### src/rtl/cipher_regfile_pkg.sv
// cipher_regfile_pkg
// Shared constants for the decryption-datapath register bank: register map,
// CTRL/STATUS bit positions, default key reset values, select encodings and
// the commit state type.
package cipher_regfile_pkg;

  localparam logic [7:0] ADDR_SELECT  = 8'h00;
  localparam logic [7:0] ADDR_CTRL    = 8'h02;
  localparam logic [7:0] ADDR_STATUS  = 8'h04;
  localparam logic [7:0] KEY_BASE_DEF = 8'h10;
  localparam int         KEY_STRIDE_DEF = 2;

  localparam int CTRL_COMMIT_BIT    = 0;
  localparam int CTRL_LOCK_BIT      = 1;
  localparam int STATUS_PENDING_BIT = 0;
  localparam int STATUS_LOCKED_BIT  = 1;

  localparam logic [15:0] KEY_RST_CAESAR  = 16'h0000;
  localparam logic [15:0] KEY_RST_SCYTALE = 16'hFFFF;
  localparam logic [15:0] KEY_RST_ZIGZAG  = 16'h0002;
  localparam logic [47:0] KEY_RST_DEF = {KEY_RST_ZIGZAG, KEY_RST_SCYTALE, KEY_RST_CAESAR};

  typedef enum logic [1:0] {
    SEL_CAESAR  = 2'd0,
    SEL_SCYTALE = 2'd1,
    SEL_ZIGZAG  = 2'd2
  } sel_e;

  typedef enum logic {
    CS_IDLE    = 1'b0,
    CS_PENDING = 1'b1
  } commit_state_e;

endpackage

### src/rtl/cipher_regfile_key_slot.sv
// regfile_key_slot
// One double-buffered key: host writes land in the shadow copy, and the
// apply strobe copies shadow into the active copy seen by the engine.
// A write and an apply in the same cycle move the old shadow to active and
// keep the new value in shadow.
// Ports:
//   i_clk, i_rst_n   clock, synchronous active-low reset
//   i_wr_en, i_wdata shadow write
//   i_apply          copy shadow -> active
//   o_shadow         shadow value (host readback)
//   o_active         active value (engine key)
module regfile_key_slot #(
  parameter int                   REG_WIDTH = 16,
  parameter logic [REG_WIDTH-1:0] RST_VAL   = '0
) (
  input  logic                 i_clk,
  input  logic                 i_rst_n,
  input  logic                 i_wr_en,
  input  logic [REG_WIDTH-1:0] i_wdata,
  input  logic                 i_apply,
  output logic [REG_WIDTH-1:0] o_shadow,
  output logic [REG_WIDTH-1:0] o_active
);

  logic [REG_WIDTH-1:0] r_shadow;
  logic [REG_WIDTH-1:0] r_active;

  always_ff @(posedge i_clk) begin
    if (!i_rst_n) begin
      r_shadow <= RST_VAL;
      r_active <= RST_VAL;
    end else begin
      if (i_wr_en) r_shadow <= i_wdata;
      if (i_apply) r_active <= r_shadow;
    end
  end

  assign o_shadow = r_shadow;
  assign o_active = r_active;

endmodule

### src/rtl/cipher_regfile.sv
// cipher_regfile
// Register bank for the decryption datapath: MUX/DEMUX select plus
// NUM_CIPHERS double-buffered keys, with a commit handshake that applies
// shadow keys only while the engines are idle.
// Optional feature macro: CIPHER_REGFILE_LOCK_EN (sticky write lock via CTRL bit1).
// Ports:
//   clk, rst_n          clock, synchronous active-low reset
//   addr, read, write,
//   wdata               host register access
//   engine_idle         commit may be applied this cycle
//   rdata, done, error  registered access response (single-cycle pulses)
//   select              zero-extended MUX/DEMUX select
//   keys                active keys, key i at [i*REG_WIDTH +: REG_WIDTH]
//   commit_done         pulse after shadow keys were applied
//
// Commit FSM
//   state      | meaning
//   CS_IDLE    | no commit outstanding
//   CS_PENDING | commit requested, waiting for engine_idle to apply
module cipher_regfile
  import cipher_regfile_pkg::*;
#(
  parameter int                               ADDR_WIDTH  = 8,
  parameter int                               REG_WIDTH   = 16,
  parameter int                               NUM_CIPHERS = 3,
  parameter int                               SEL_WIDTH   = 2,
  parameter logic [ADDR_WIDTH-1:0]            KEY_BASE    = ADDR_WIDTH'(KEY_BASE_DEF),
  parameter int                               KEY_STRIDE  = KEY_STRIDE_DEF,
  parameter logic [NUM_CIPHERS*REG_WIDTH-1:0] KEY_RST     = KEY_RST_DEF
) (
  input  logic                             clk,
  input  logic                             rst_n,
  input  logic [ADDR_WIDTH-1:0]            addr,
  input  logic                             read,
  input  logic                             write,
  input  logic [REG_WIDTH-1:0]             wdata,
  input  logic                             engine_idle,
  output logic [REG_WIDTH-1:0]             rdata,
  output logic                             done,
  output logic                             error,
  output logic [REG_WIDTH-1:0]             select,
  output logic [NUM_CIPHERS*REG_WIDTH-1:0] keys,
  output logic                             commit_done
);

  logic [REG_WIDTH-1:0]   r_rdata;
  logic                   r_done;
  logic                   r_error;
  logic [SEL_WIDTH-1:0]   r_select;
  logic                   r_commit_done;
  commit_state_e          r_state;
  commit_state_e          w_state_next;

  logic                   w_hit_select;
  logic                   w_hit_ctrl;
  logic                   w_hit_status;
  logic [NUM_CIPHERS-1:0] w_key_hit;
  logic                   w_any_key;
  logic                   w_mapped;
  logic                   w_access;
  logic                   w_err;
  logic                   w_wr_ok;
  logic                   w_rd_ok;
  logic                   w_commit_req;
  logic                   w_pending;
  logic                   w_apply;
  logic                   w_locked;
  logic [REG_WIDTH-1:0]   w_status;
  logic [REG_WIDTH-1:0]   w_key_rdata;
  logic [REG_WIDTH-1:0]   w_rd_data;
  logic [REG_WIDTH-1:0]   w_shadow [NUM_CIPHERS];
  logic [REG_WIDTH-1:0]   w_active [NUM_CIPHERS];

  // ---------------- address decode ----------------
  assign w_hit_select = (addr == ADDR_WIDTH'(ADDR_SELECT));
  assign w_hit_ctrl   = (addr == ADDR_WIDTH'(ADDR_CTRL));
  assign w_hit_status = (addr == ADDR_WIDTH'(ADDR_STATUS));
  assign w_any_key    = |w_key_hit;
  assign w_mapped     = w_hit_select | w_hit_ctrl | w_hit_status | w_any_key;

  assign w_access = read | write;
  // Locked writes are rejected like any other illegal access.
  assign w_err    = (read & write) | ~w_mapped | (write & w_hit_status) | (write & w_locked);
  assign w_wr_ok  = write & ~w_err;
  assign w_rd_ok  = read & ~w_err;

  assign w_commit_req = w_wr_ok & w_hit_ctrl & wdata[CTRL_COMMIT_BIT];

  // ---------------- key slots ----------------
  genvar g;
  generate
    for (g = 0; g < NUM_CIPHERS; g++) begin : g_key
      localparam logic [ADDR_WIDTH-1:0] KEY_ADDR = ADDR_WIDTH'(KEY_BASE + g * KEY_STRIDE);

      assign w_key_hit[g] = (addr == KEY_ADDR);

      regfile_key_slot #(
        .REG_WIDTH (REG_WIDTH),
        .RST_VAL   (KEY_RST[g*REG_WIDTH +: REG_WIDTH])
      ) u_slot (
        .i_clk    (clk),
        .i_rst_n  (rst_n),
        .i_wr_en  (w_wr_ok & w_key_hit[g]),
        .i_wdata  (wdata),
        .i_apply  (w_apply),
        .o_shadow (w_shadow[g]),
        .o_active (w_active[g])
      );

      assign keys[g*REG_WIDTH +: REG_WIDTH] = w_active[g];
    end
  endgenerate

  // ---------------- optional lock ----------------
`ifdef CIPHER_REGFILE_LOCK_EN
  logic r_locked;

  always_ff @(posedge clk) begin
    if (!rst_n) begin
      r_locked <= 1'b0;
    end else if (w_wr_ok & w_hit_ctrl & wdata[CTRL_LOCK_BIT]) begin
      r_locked <= 1'b1;
    end
  end

  assign w_locked = r_locked;
`else
  assign w_locked = 1'b0;
`endif

  // ---------------- commit FSM ----------------
  always_ff @(posedge clk) begin
    if (!rst_n) r_state <= CS_IDLE;
    else        r_state <= w_state_next;
  end

  always_comb begin
    w_state_next = r_state;
    case (r_state)
      CS_IDLE:    if (w_commit_req) w_state_next = CS_PENDING;
      // A repeated request while pending changes nothing.
      CS_PENDING: if (engine_idle)  w_state_next = CS_IDLE;
      default:    w_state_next = CS_IDLE;
    endcase
  end

  always_comb begin
    w_pending = (r_state == CS_PENDING);
    w_apply   = w_pending & engine_idle;
  end

  // ---------------- read data ----------------
  always_comb begin
    w_status = '0;
    w_status[STATUS_PENDING_BIT] = w_pending;
    w_status[STATUS_LOCKED_BIT]  = w_locked;
  end

  always_comb begin
    w_key_rdata = '0;
    for (int k = 0; k < NUM_CIPHERS; k++) begin
      if (w_key_hit[k]) w_key_rdata = w_shadow[k];
    end
  end

  // CTRL is write-only and falls through to the zero default.
  always_comb begin
    w_rd_data = '0;
    if (w_hit_select)      w_rd_data = select;
    else if (w_hit_status) w_rd_data = w_status;
    else if (w_any_key)    w_rd_data = w_key_rdata;
  end

  // ---------------- registered response / select ----------------
  always_ff @(posedge clk) begin
    if (!rst_n) begin
      r_rdata       <= '0;
      r_done        <= 1'b0;
      r_error       <= 1'b0;
      r_select      <= '0;
      r_commit_done <= 1'b0;
    end else begin
      r_done        <= w_access;
      r_error       <= w_access & w_err;
      r_rdata       <= w_rd_ok ? w_rd_data : '0;
      r_commit_done <= w_apply;
      if (w_wr_ok & w_hit_select) r_select <= wdata[SEL_WIDTH-1:0];
    end
  end

  assign rdata       = r_rdata;
  assign done        = r_done;
  assign error       = r_error;
  assign select      = {{(REG_WIDTH-SEL_WIDTH){1'b0}}, r_select};
  assign commit_done = r_commit_done;

endmodule
### config.mk
export PLATFORM = sky130hd
export DESIGN_NAME = cipher_regfile
export DESIGN_NICKNAME = d
export VERILOG_FILES = /design/src/rtl/cipher_regfile_pkg.sv /design/src/rtl/cipher_regfile_key_slot.sv /design/src/rtl/cipher_regfile.sv
export SDC_FILE = /design/constraint.sdc
export NUM_CORES = 1
export LEC_CHECK = 0
export ABC_AREA = 0
export CAP_MARGIN = 40
export CORE_AREA = 4 4 134 85
export DETAILED_ROUTE_END_ITERATION = 10
export DIE_AREA = 0 0 138 89
export PLACE_DENSITY = 0.75
export SLEW_MARGIN = 20
export SYNTH_ARGS = -nofsm -noshare
export SYNTH_HDL_FRONTEND = slang
export SYNTH_SLANG_ARGS = --single-unit
### constraint.sdc
create_clock -name clk -period 1.4 [get_ports clk]
set_clock_uncertainty 0.15 [all_clocks]
set_input_delay 0.14 -clock clk [delete_from_list [all_inputs] [get_ports clk]]
set_output_delay 0.14 -clock clk [all_outputs]
set_load 0.05 [all_outputs]
# == Yosys cells after proc, flatten, opt, wreduce, memory -nomap -nowiden ==
# Index checks and enable logic that the tools add are counted.
# word_totals
register_bits,118
input_bits,29
output_inout_bits,83
word_cells,55
# classes
eq_ne,5
n_mux,9
bitwise,24
reduce_logical,4
# op_table
cell,n
$mux W16,3
$eq A8 B5 Y1 const B,3
$and A1 B1 Y1,12
$eq A8 B2 Y1 const B,1
$eq A8 B3 Y1 const B,1
$logic_not A8 Y1,1
$mux W2,3
$not A1 Y1,6
$or A1 B1 Y1,6
$reduce_or A5 Y1,1
$reduce_or A3 Y1,1
$mux W1,2
$pmux W1 S2,1
$reduce_and A2 Y1,1

# == Logic depth before layout (Yosys ltp) ==
# Gate-level depths: netlist of the first run.
# depth
word_depth,13
depth_mapped,6
ltp_nobuf,4

# == Modules after synthesis ==
# Synthesis of the first run repeated with hierarchy kept, for this count alone.
# unflattened
cells_unflattened,448
area_unflattened_um2,4868.4
# by_module_without_submodules
module,n_inst,cells_each,area_per_inst_um2,seq_area_each_um2
cipher_regfile,1,139,1246.2,440.4
regfile_key_slot (g_key[0].u_slot),1,103,1234.9,640.6
regfile_key_slot (g_key[2].u_slot),1,103,1229.9,640.6
regfile_key_slot (g_key[1].u_slot),1,103,1157.4,640.6

# == Worst setup path before layout of the first run ==
# No wires, ideal clock.
# synth_timing
path_kind,input to register
from,input port addr[1]
to,register g_key[2].u_slot.r_shadow[1]
setup_ps,129
arrival_ps,1223
required_time_ps,1121
path_slack_ps,-102
path_stages,6
n_path_buf,2
path_cell_list,buf_2 -> nor4b_2 -> nand3_2 -> buf_6 -> mux2i_1 -> nand2_1
# synth_via
elab_chain_len,10
word_cells_on_any_way,17
cone_classes,5 x eq/ne; 10 x bitwise; 2 x reduce/logical
# synth_lines
element,line,text
from (decl),cipher_regfile.sv:33,"input logic [ADDR_WIDTH-1:0] addr,"
$eq A8 B2 Y1 or $logic_not A8 Y1 (tied branches),"cipher_regfile.sv:76, cipher_regfile.sv:75",
$or A1 B1 Y1 (3 in a row),cipher_regfile.sv:79,assign w_mapped = w_hit_select | w_hit_ctrl | w_hit_status | w_any_key;
$not A1 Y1,cipher_regfile.sv:83,assign w_err = (read & write) | ~w_mapped | (write & w_hit_status) | (write & w_locked);
$or A1 B1 Y1 (2 in a row),cipher_regfile.sv:83,
$not A1 Y1,cipher_regfile.sv:84,assign w_wr_ok = write & ~w_err;
$and A1 B1 Y1,cipher_regfile.sv:84,
$and A1 B1 Y1 *,cipher_regfile.sv:103,".i_wr_en (w_wr_ok & w_key_hit[g]),"
to (signal assigned),cipher_regfile_key_slot.sv:33,if (i_wr_en) r_shadow <= i_wdata;
to (decl),cipher_regfile_key_slot.sv:25,logic [REG_WIDTH-1:0] r_shadow;
# Every way passes the cells marked *; elsewhere a longest branch is shown, timed or not.
# A chain may end at the register's enable or synchronous reset.

# == Worst setup path in the final report of the first run ==
# layout_timing
from,input port addr[3]
to,"register r_rdata[10], in the netlist rdata[10]"
# layout_via
elab_chain_len,11
word_cells_on_any_way,22
cone_classes,5 x eq/ne; 3 x mux; 11 x bitwise; 3 x reduce/logical
# layout_lines
element,line,text
$eq A8 B2 Y1 or $logic_not A8 Y1 (tied branches),"cipher_regfile.sv:76, cipher_regfile.sv:75",
$or A1 B1 Y1 (3 in a row),cipher_regfile.sv:79,
$not A1 Y1,cipher_regfile.sv:83,
$or A1 B1 Y1 (2 in a row),cipher_regfile.sv:83,
$not A1 Y1,cipher_regfile.sv:85,assign w_rd_ok = read & ~w_err;
$and A1 B1 Y1,cipher_regfile.sv:85,
$not A1 Y1 (no source line),-,
$reduce_or A5 Y1 (no source line),-,
to (signal assigned),cipher_regfile.sv:185,r_rdata <= w_rd_ok ? w_rd_data : '0;
to (decl),cipher_regfile.sv:46,logic [REG_WIDTH-1:0] r_rdata;
# Several ways; a longest one is shown, not always the timed one.

==> flow_summary_export.csv, run 1 <==
group,metric,value,unit
run_status,run_status,"complete, no violations",
critical_path,startpoint,"addr[3]",
sta,achievable-frequency,726,MHz
clock_network,cts.root.buffer_cell,"clkbuf_16",
critical_path,critical_path_required,1580,ps
placement,port-buffer-count,97,
sta,finalHoldViolCount,0,
routing,via_per_inst,5.44,
finish,final_cell_area,7160,um^2
clock_network,clock_latency,410,ps
power,power_density,1120,nW/um^2
floorplan,ioPinCount,112,
yosys,synth_seq_area_share,53.9,%
grt,via_count_of_the_first_global_routing_pass,3873,
clock_network,cts.htree.levels,4,
power,vdd_ir_drop_max,0.914,mV
placement,place_area,6470,um^2
critical_path,worst_r2r_src,"r_state$_SDFF_PN0_",
floorplan,placeable_core_region,10200,um^2
run,drv_cap,0,
yosys,syn-mean-instance-area,10.8,um^2
yosys,yosys_warnings,0,
yosys,syn_area,4380,um^2
sta,timing.final.crit_period,1380,ps
critical_path,crit_path_top_delay_cell,"or4_4",
floorplan,rows,29,
routing,drtPass1Iterations,7,
routing,drtIter0Drc,328,
routing,dr_total_vias,3772,
critical_path,setup.worst_path.end_class,"flop",
grt,grt_start_max_net_pins,28,
sta,slew_viol_final,0,
yosys,number_of_enable_flip_flop_cells_after_synthesis,0,
critical_path,critPathKind,"in2reg",
yosys,synthCells,404,
clock_network,cts_inserted_buffers,17,
grt,number_of_antenna_violations_at_the_first_check_in_global_routing,0,
sta,setup_violations,0,
routing,drc_violations,0,
grt,grt_pass1_wl,20900,um
worst_hold_path,hold_start,"write",
finish,fillerInstances,692,
critical_path,largest_fanout_of_any_net_on_the_critical_path,7,
placement,gp_congestion,0.839,
grt,grt_overflow,0,
critical_path,critPathMaxStageDelay,560,ps
critical_path,timing.critical_path.from_type,"input pin",
power,power.leakage,3.04,nW
worst_hold_path,timing.hold.worst.class,"in2reg",
routing,antenna_violating_nets_left,0,
finish,layoutNonFillerInstCount,694,
yosys,synth_cell_type_count,43,
finish,num-nets-final,571,
floorplan,die_w,138,um
critical_path,crit_chain,"clkdlybuf4s15_2 -> or4_4 -> nor2_4 -> buf_12 -> a222oi_1 -> nor2_1",
grt,grt_use_total,21.8,%
floorplan,dieHeight,89,um
finish,syn2layout_area_growth,63.5,%
critical_path,worstPathArrival,1550,ps
sta,crit_share_post_route,98.4,%
clock_network,cts_tree,"built",
routing,avgRoutedWirePerCell,19.0,um
finish,final_layout_size_suffix_gt1_share,33.2,%
placement,dpl.cell_count,655,
yosys,postSynth.asyncResetShare,0,%
floorplan,initial_utilization,42.8,%
finish,antenna_cells,0,
clock_network,cts_buffer_depth,2,
routing,postRouteWirelength,13200,um
critical_path,worst_reg_to_reg_setup_slack,50,ps
power,totalPowerFinal,0.00801,W
yosys,ys_dominant_reg_cell,"dfxtp_1",
clock_network,cts.sinks,118,
yosys,synth.ff_latch_count,118,
placement,hpwl,8930,um
clock_network,clk_transition_reported_paths,50,ps
floorplan,floorplan.die_area,12300,um^2
[where the power goes]
group / switching [W] / internal [W] / leakage (nW)
logic: 0.000260 / 0.000172 / 1.80
registers: 0.00000450 / 0.00337 / 0.953
clock network: 0.00147 / 0.00274 / 0.283
[timing repair]
item,4_1_cts,5_1_grt
hold endpoints to repair,2,0
resized for setup,30,10
buffers inserted,4,0
setup endpoints to repair,67,16
pin swaps,11,8
hold buffers,1,0
cloned,2,0
[cell type report]
class	count	area, um^2	area share, %
sequential	118	2360	33.0
timing repair buffer	147	2130	29.8
multi-input combinational	255	1900	26.6
clock buffer	23	478	6.67
tap	139	174	2.43
clock inverter	9	100	1.40
inverter	3	11.3	0.157
[worst max-delay path, delay by kind of cell]
kind                   cells  cell delay (ps)
and+or+nand+nor            3              930
AOI/OAI and AO/OA          1               90
buffers and inverters      2              380
[path summary, 6_finish.rpt]
path                                                   end  cells after the start
setup / recovery                      rdata[10]$_SDFF_PP0_                      6
setup reg to reg  g_key[2].u_slot.o_active[2]$_SDFFE_PN0P_                      4
hold reg to reg   g_key[1].u_slot.o_shadow[0]$_SDFFE_PN1P_                      2
hold / removal                             done$_SDFF_PN0_                      3
[registers in the layout (all words and copies together) (netlist names)]
signal / cells
rdata: 16
error: 1
commit_done: 1
g_key.u_slot.o_active: 48
r_state: 1
done: 1
g_key.u_slot.o_shadow: 48
r_select: 2
[metrics by stage]
step	utilization (%)	hold WS, ps	worst slack [ps]	TNS [ps]
finish	70.0	63.7	22.6	0
global route	70.0	77.4	-10.3	-17.7
floorplan	-	100	-64.4	-1840
global placement	63.2	323	-593	-43010
detailed placement	63.2	329	-691	-47140
CTS	70.0	55.8	11.5	0
[cell usage after synthesis (2+ instances only)]
cell type	number	area share (%)
nand2_1	35	3.0
inv_1	3	0.26
a22o_1	31	6.2
nor2_1	18	1.5
buf_1	2	0.17
dfxtp_1	118	54
nor3_1	3	0.34
or4b_4	2	0.63
nor2_4	2	0.51
buf_4	17	2.9
nand3_2	2	0.46
nor2b_1	34	4.9
a211o_1	2	0.40
a21oi_1	3	0.34
nor4b_2	2	0.69
buf_2	3	0.34
nand3_1	21	2.4
mux2i_1	35	8.0
o22a_1	17	3.4
and3_1	2	0.29
clkbuf_1	15	1.3
a222oi_1	14	3.2
buf_6	3	0.77
[placed cells by master, fill, tap and decap left out, types with 4 or more instances in the layout]
cell             netlist  layout
dfxtp_1              118     117
buf_12                 0      75
buf_4                 17      38
mux2i_1               35      33
nor2b_1               34      33
a22o_1                31      31
nand2_1               35      26
nand3_1               21      20
nor2_1                18      18
o22a_1                17      17
clkbuf_16              0      17
clkdlybuf4s50_1        0      17
a222oi_1              14      14
conb_1                 1      14
nand2_2                0       9
clkinv_2               0       5
buf_2                  3       4
[metal layers]
| metal | part of all wire (%) | track usage [%] | vias up |
|---|---|---|---|
| li1 | - | - | 1726 |
| met4 | 1.5 | 6.46 | 0 |
| met1 | 44 | 28.1 | 1832 |
| met2 | 47 | 35.7 | 188 |
| met5 | 0 | 0 | - |
| met3 | 8.3 | 7.22 | 26 |
[kinds of logic (layout without fill, tap and decap cells)]
family                 count (synthesis)  count (layout)  synth area share [%]
multiplexers                          35              35                  8.00
other                                  1              14                0.0856
AO/OA/AOI/OAI                         73              73                  14.5
flip-flops                           118             118                  53.9
buffers and inverters                 44             182                  5.86
AND/OR/NAND/NOR                      133             133                  17.6
No activity file was read; power rests on OpenSTA's default activity.
==> inputs of run 2 (changes only) <==
Settings changed: SLEW_MARGIN 20 to default.
==> results of run 2 <==
No change in the layout: final DEF, timing and power equal those of run 1.
